===== config.mk =====
export PLATFORM = sky130hd
export DESIGN_NAME = matrix_row_reader
export DESIGN_NICKNAME = d
export VERILOG_FILES = /design/src/rtl/matrix_row_reader.sv
export SDC_FILE = /design/constraint.sdc
export NUM_CORES = 1
export LEC_CHECK = 0
export BUFFER_PORTS_ARGS = -buffer_cell sky130_fd_sc_hd__buf_2
export CAP_MARGIN = 20
export CELL_PAD_IN_SITES_DETAIL_PLACEMENT = 1
export CELL_PAD_IN_SITES_GLOBAL_PLACEMENT = 1
export CORE_UTILIZATION = 39
export DETAILED_ROUTE_END_ITERATION = 6
export PLACE_DENSITY_LB_ADDON = 0.1
export SYNTH_ARGS = -nofsm -noshare
export SYNTH_HDL_FRONTEND = slang
export SYNTH_SLANG_ARGS = --single-unit

===== constraint.sdc =====
create_clock -name clk -period 9.6 [get_ports clk]
set_clock_uncertainty 0.2 [all_clocks]
set_input_delay 0.48 -clock clk [delete_from_list [all_inputs] [get_ports clk]]
set_output_delay 0.48 -clock clk [all_outputs]
set_load 0.02 [all_outputs]

===== src/rtl/matrix_row_reader.sv =====
// rtl/matrix_row_reader.sv - Avalon-MM row fetcher streaming ROWS words to a valid/ready consumer
module matrix_row_reader #(
    parameter int ROWS    = 8,
    parameter int DATA_W  = 64,
    parameter int ADDR_W  = 32,
    parameter int TIMEOUT = 64
) (
    input  logic              clk,
    input  logic              reset,
    input  logic              start,
    input  logic [ADDR_W-1:0] base_addr,
    output logic              busy,
    output logic              done,
    output logic              error,
    output logic [ADDR_W-1:0] address,
    output logic              read,
    input  logic              waitrequest,
    input  logic [DATA_W-1:0] readdata,
    input  logic              readdatavalid,
    output logic [DATA_W-1:0] row_data,
    output logic [7:0]        row_idx,
    output logic              row_valid,
    input  logic              row_ready
);

    typedef enum logic [2:0] {
        S_IDLE,
        S_REQ,
        S_WAIT_DATA,
        S_PUSH,
        S_DONE
    } state_t;

    // Counter must represent TIMEOUT-1 without overflow for any TIMEOUT in 1..65535.
    localparam int               CNT_W    = $clog2(TIMEOUT + 1);
    localparam logic [CNT_W-1:0] CNT_LAST = CNT_W'(TIMEOUT - 1);
    localparam logic [7:0]       ROW_LAST = 8'(ROWS - 1);

    state_t              state;
    state_t              state_next;
    logic [ADDR_W-1:0]   base_q;
    logic [7:0]          row_q;
    logic [7:0]          row_nxt;
    logic [CNT_W-1:0]    cnt_q;
    logic                timed_out;
    logic                handshake;

    assign row_nxt   = row_q + 8'd1;
    // The edge that sees the counter at TIMEOUT-1 without data is the TIMEOUT-th empty wait cycle.
    assign timed_out = (state == S_WAIT_DATA) && !readdatavalid && (cnt_q == CNT_LAST);
    assign handshake = (state == S_PUSH) && row_valid && row_ready;

    // State register
    always_ff @(posedge clk) begin
        if (reset) begin
            state <= S_IDLE;
        end else begin
            state <= state_next;
        end
    end

    // Next-state decode; read is always asserted in REQ, so acceptance is just !waitrequest there
    always_comb begin
        state_next = state;
        case (state)
            S_IDLE:      if (start) state_next = S_REQ;
            S_REQ:       if (!waitrequest) state_next = S_WAIT_DATA;
            S_WAIT_DATA: begin
                if (readdatavalid) begin
                    state_next = S_PUSH;
                end else if (timed_out) begin
                    state_next = S_DONE;
                end
            end
            S_PUSH:      if (handshake) state_next = (row_q == ROW_LAST) ? S_DONE : S_REQ;
            S_DONE:      state_next = S_IDLE;
            default:     state_next = S_IDLE;
        endcase
    end

    // Registered outputs and datapath; control outputs are decoded from the next state so they align with it
    always_ff @(posedge clk) begin
        if (reset) begin
            busy      <= 1'b0;
            done      <= 1'b0;
            error     <= 1'b0;
            read      <= 1'b0;
            address   <= '0;
            row_data  <= '0;
            row_idx   <= '0;
            row_valid <= 1'b0;
            base_q    <= '0;
            row_q     <= '0;
            cnt_q     <= '0;
        end else begin
            busy <= (state_next != S_IDLE);
            done <= (state_next == S_DONE);
            read <= (state_next == S_REQ);
            case (state)
                S_IDLE: begin
                    if (start) begin
                        base_q  <= base_addr;
                        address <= base_addr;
                        row_q   <= '0;
                        error   <= 1'b0;
                    end
                end
                S_REQ: begin
                    if (!waitrequest) cnt_q <= '0;
                end
                S_WAIT_DATA: begin
                    if (readdatavalid) begin
                        row_data  <= readdata;
                        row_idx   <= row_q;
                        row_valid <= 1'b1;
                    end else if (timed_out) begin
                        error <= 1'b1;
                    end else begin
                        cnt_q <= cnt_q + 1'b1;
                    end
                end
                S_PUSH: begin
                    if (handshake) begin
                        row_valid <= 1'b0;
                        if (row_q != ROW_LAST) begin
                            row_q   <= row_nxt;
                            address <= base_q + ADDR_W'(row_nxt);
                        end
                    end
                end
                default: ;
            endcase
        end
    end

endmodule


* Yosys cells after proc, flatten, opt, wreduce, memory -nomap -nowiden
Index checks and enable logic that the tools add are counted.
** Storage, ports and cells
- Register bits after elaboration :: 159
- Output and inout bits :: 109
- Logic and storage cells :: 74
** Operators by class
- Add/subtract/negate cells :: 3
- Equal/unequal tests :: 16
- Muxes and demuxes :: 26
- Reduce and logical (&&, ||, !) cells :: 17
** Operator list (count)
- 32-bit 2-to-1 mux :: 3
- 32-bit one-hot mux with 2 select lines :: 1
- 32-bit by 8-bit adder with 32-bit output :: 1
- 8-bit 2-to-1 mux :: 3
- 7-bit 2-to-1 mux :: 3
- 3-bit 2-to-1 mux :: 6
- 8-bit one-hot mux with 2 select lines :: 1
- 2-bit inequality test, second input constant :: 7
- 7-bit one-hot mux with 2 select lines :: 1
- 3-bit one-hot mux with 4 select lines :: 1
- 4-bit AND reduction :: 3
- 8-bit by 1-bit adder with 8-bit output, second input constant :: 1
- 8-bit by 3-bit equality test with 1-bit output, second input constant :: 1
- 8-bit by 3-bit inequality test with 1-bit output, second input constant :: 1
- 2-bit nonzero test :: 4
- 7-bit by 1-bit adder with 7-bit output, second input constant :: 1
- 7-bit by 6-bit equality test with 1-bit output, second input constant :: 1
- 3-bit by 1-bit equality test with 1-bit output, second input constant :: 2
- 3-bit by 2-bit equality test with 1-bit output, second input constant :: 2
- 1-bit 2-to-1 mux :: 5
- 1-bit logical AND :: 4
- 1-bit one-hot mux with 2 select lines :: 2
- 2-bit AND reduction :: 2
- 3-bit equality test, second input constant :: 1
- other kinds (5) :: 5

* Logic depth before layout (Yosys ltp)
- Word-level depth :: 7
- Gate-level depth with buffers :: 14
- Depth with buffers taken out :: 11

* Worst setup path before layout
No wires, ideal clock.
- Path kind :: flip-flop to flip-flop
- Start point :: register row_q[2]
- End point :: register address[30]
- Library setup time :: 0.132 ns
- Arrival time :: 2.898 ns
- Data required time :: 9.268 ns
- Slack :: 6.370 ns
- Cell stages (with the launch flop) :: 15
- Buffers on the path :: 3
- Period minus slack after synthesis :: 3.230 ns
- Path through :: dfxtp_1 -> clkbuf_1 -> and3_1 -> and3_1 -> nand3_1 -> xnor2_1 -> ha_1 -> clkbuf_1 -> o21ai_0 -> nor2_1 -> nand4_1 -> clkbuf_1 -> o31a_1 -> o21ai_0 -> a31oi_1
** Between the ends
- Longest elaborated chain between the ends :: 5
** RTL lines
- from (decl) :: line 42 : logic [7:0] row_q;
- from (signal assigned) :: line 126 : row_q <= row_nxt;
- 8-bit by 1-bit adder with 8-bit output :: line 48 : assign row_nxt = row_q + 8'd1;
- 32-bit by 8-bit adder with 32-bit output :: line 127 : address <= base_q + ADDR_W'(row_nxt);
- 32-bit 2-to-1 mux :: line 125 : if (row_q != ROW_LAST) begin
- 32-bit 2-to-1 mux :: line 123 : if (handshake) begin
- 32-bit one-hot mux with 2 select lines :: line 99 : case (state)
- to (signal assigned) :: line 103 : address <= base_addr;
- to (signal assigned) :: line 127
- to (decl) :: line 15 : output logic [ADDR_W-1:0] address,
Parallel ways exist; a longest one is shown, timed or not. The select of a mux whose other input is x is not followed.
A chain may end at the register's enable or synchronous reset.

* Worst setup path in the final report
- Start point :: register row_q[2]
- End point :: register address[28]
Same word-level chain as after synthesis.

==> results.md <==
- CP startpoint kind: flop
- Drt first pass iters: 4
- Fmax: 271 MHz
- Hold Buf Count CTS: 0
- Actual slew at the worst max-slew pin: 0.945 ns
- Fin crit share: 38.4%
- Met1 Use GR: 30.8%
- Setup TNS: 0 ns
- Hold WC Path Type: in2reg
- Syn_area_per_cell: 7.93 um2
- Gr busiest metal: met2
- Layout cells sized above 1: 25.2%
- Post-CTS setup buffer count: 0
- Initial antenna violation count: 0
- Setup crit end kind: flop
- Initial core utilization: 40.4%
- Final net count: 1,147
- Synth top area share: 46.8%
- Total CTS buffers: 17
- Via/cell ratio: 5.21
- Most frequent cells after synthesis: 247 x nand2_1, 159 x dfxtp_1, 132 x a21oi_1
- CORE AREA: 16,800 um2
- Clk sinks: 159
- Synth area leaders: dfxtp_1 47%, nand2_1 14%, a21oi_1 9.7%
- EDFF count, synth: 0
- Clk buf depth: 2
- Fill count: 2,142
- Status: finished, final reports clean
- Cell Pwr Density: 189 nW/um2
- Hold Crit Start: readdata[25]
- WL final: 20,900 um
- Relative slew slack: 36.8%
- Clk root buf: clkbuf_16
- Most common cell in the netlist: nand2_1
- DR iter-0 viols: 333
- Dpl hpwl: 14,300 um
- Post-synth top flop: dfxtp_1
- Total global-route track usage: 23.6%
- DR vias: 6,598
- Syn_nets: 970
- Vias in the first global route: 6,559
- Synth Cell Area: 6800 um2
- Max cap viols: 0
- Largest net degree at the start of global routing: 79
- DIE WIDTH: 134 um
- CP startpoint: row_q[2]$_SDFFE_PP0P_
- CTS tree: done
- Reg2Reg Setup Slack: 5.91 ns
- Power consumption: 1.62 mW
- Post-cts sizing count: 0
- Leak: 3.59 nW
- Peak supply drop: 126 uV
- Met2 Use GR: 39.7%
- Max-slew violation count: 0
- Async SR Flop Fraction: 0%
- Input/output buffers: 210
- Max FO, Critical Path: 11
- Ports: 211
- Post-synthesis register bit count: 159
- Grt ovf: 0
- Cell row count: 47
- Req. time, crit path: 9.68 ns
- Synth-to-Final Area Change: 26.0%
- GP Congestion: 0.844
- Arr. time, crit path: 3.77 ns
- Drt wl/cell: 16.5 um
- Post-Syn Instances: 857
- Die area: 18,000 um2
- Setup Viol. Count Final: 0
- Synth cell types: 58
- Yosys warns: 0
- Die H: 134 um
- Clock latency on the worst-skew pair: 0.42 ns
- Worst r2r src: row_q[2]$_SDFFE_PP0P_
- RSZ-0062 raised after global routing: false
- H-tree lvl count: 4
- Register area share after synthesis: 46.8%
- N_diodes: 0
- First-pass GRT wire length: 33,700 um
- Final hold vios: 0
- Area leader, netlist: dfxtp_1
- Clock-pin slew on the worst setup and hold paths: 0.07 ns
- Period minus WS final: 3.69 ns
- DRC Markers: 0
- Grt met3 use: 5.06%
- Antenna-violating nets left: 0
- Crit Path Category: reg2reg
## metrics by stage
| step | worst slack [ns] | util, % | cell area (um2) | hold WS [ns] | std cells |
|---|---|---|---|---|---|
| after floorplan | 6.37 | - | 6800 | 0.241 | 857 |
| after global placement | 6.08 | 47.3 | 7950 | 0.239 | 1235 |
| after detailed placement | 5.93 | 47.3 | 7950 | 0.244 | 1235 |
| after CTS | 5.91 | 50.9 | 8570 | 0.0746 | 1267 |
| after global routing | 5.55 | 50.9 | 8570 | 0.0779 | 1267 |
| final | 5.91 | 50.9 | 8570 | 0.0850 | 1267 |
## layer usage
layer	vias to the layer above	part of all wire, %
met5	-	0
met4	0	0.90
met3	13	4.6
met2	168	47
met1	3117	48
li1	3300	-
## worst max-delay path, cell delays in order, from the launching register on
cell and delay (ns):
dfxtp_1 0.46, and3_1 0.27, and3_1 0.26, nand3_1 0.12, xnor2_1 0.17, ha_1 0.43, o21ai_0 0.14, nor2_1 0.30
nand4_1 0.48, o31a_1 0.44, o21ai_0 0.18, a31oi_1 0.10
## cell families after synthesis
group	after synthesis	share of synthesized area (%)
AO/OA/AOI/OAI	227	19.7
XOR/XNOR	31	3.99
adder cells (fa/ha/maj)	11	2.13
buffers and inverters	65	3.88
flip-flops	159	46.8
multiplexers	3	0.644
AND/OR/NAND/NOR	361	22.8
## power by group
group          switching [mW]  total (mW)  internal [mW]
clock                   0.294       0.716          0.422
sequential             0.0257       0.718          0.692
combinational           0.121       0.189         0.0682
total                   0.441        1.62           1.18
## path summary, 6_finish.rpt
path                               endpoint  depth (start not counted)
hold reg to reg   row_data[49]$_SDFFE_PP0P_                          2
setup / recovery   address[28]$_SDFFE_PP0P_                         11
setup reg to reg   address[28]$_SDFFE_PP0P_                         11
hold / removal    row_data[25]$_SDFFE_PP0P_                          3
## state kept, by name, summed over array words and instances, names as in the netlist, 3 cells and up
| signal | count |
|---|---|
| row_idx | 8 |
| cnt_q | 7 |
| address | 32 |
| base_q | 32 |
| row_q | 8 |
| row_data | 64 |
| state | 3 |
## layout make-up
cell class	instances	area, um2	area share, %
Inverter	6	22.5	0.263
Multi-Input combinational cell	633	3360	39.2
Sequential cell	159	3180	37.1
Clock inverter	14	181	2.12
Tap cell	220	275	3.21
Clock buffer	18	439	5.13
Timing Repair Buffer	217	1110	12.9
## layout by cell type, fill, tap and decap left out, types with 6 or more instances in the layout
cell type | synthesis | layout
o211ai_1 | 6 | 6
xnor2_1 | 15 | 15
o21ai_1 | 8 | 8
and3_1 | 6 | 6
o21ai_0 | 20 | 20
nand2_1 | 247 | 246
nand4_1 | 11 | 11
xor2_1 | 16 | 16
a21boi_0 | 6 | 6
buf_4 | 3 | 8
ha_1 | 10 | 10
nor3_1 | 7 | 7
a31oi_1 | 14 | 14
a21oi_1 | 132 | 132
nor2_1 | 40 | 40
inv_1 | 6 | 6
dfxtp_1 | 159 | 159
nand3_1 | 18 | 18
buf_2 | 7 | 209
clkbuf_16 | 0 | 17
No activity file was read; power rests on OpenSTA's default activity.
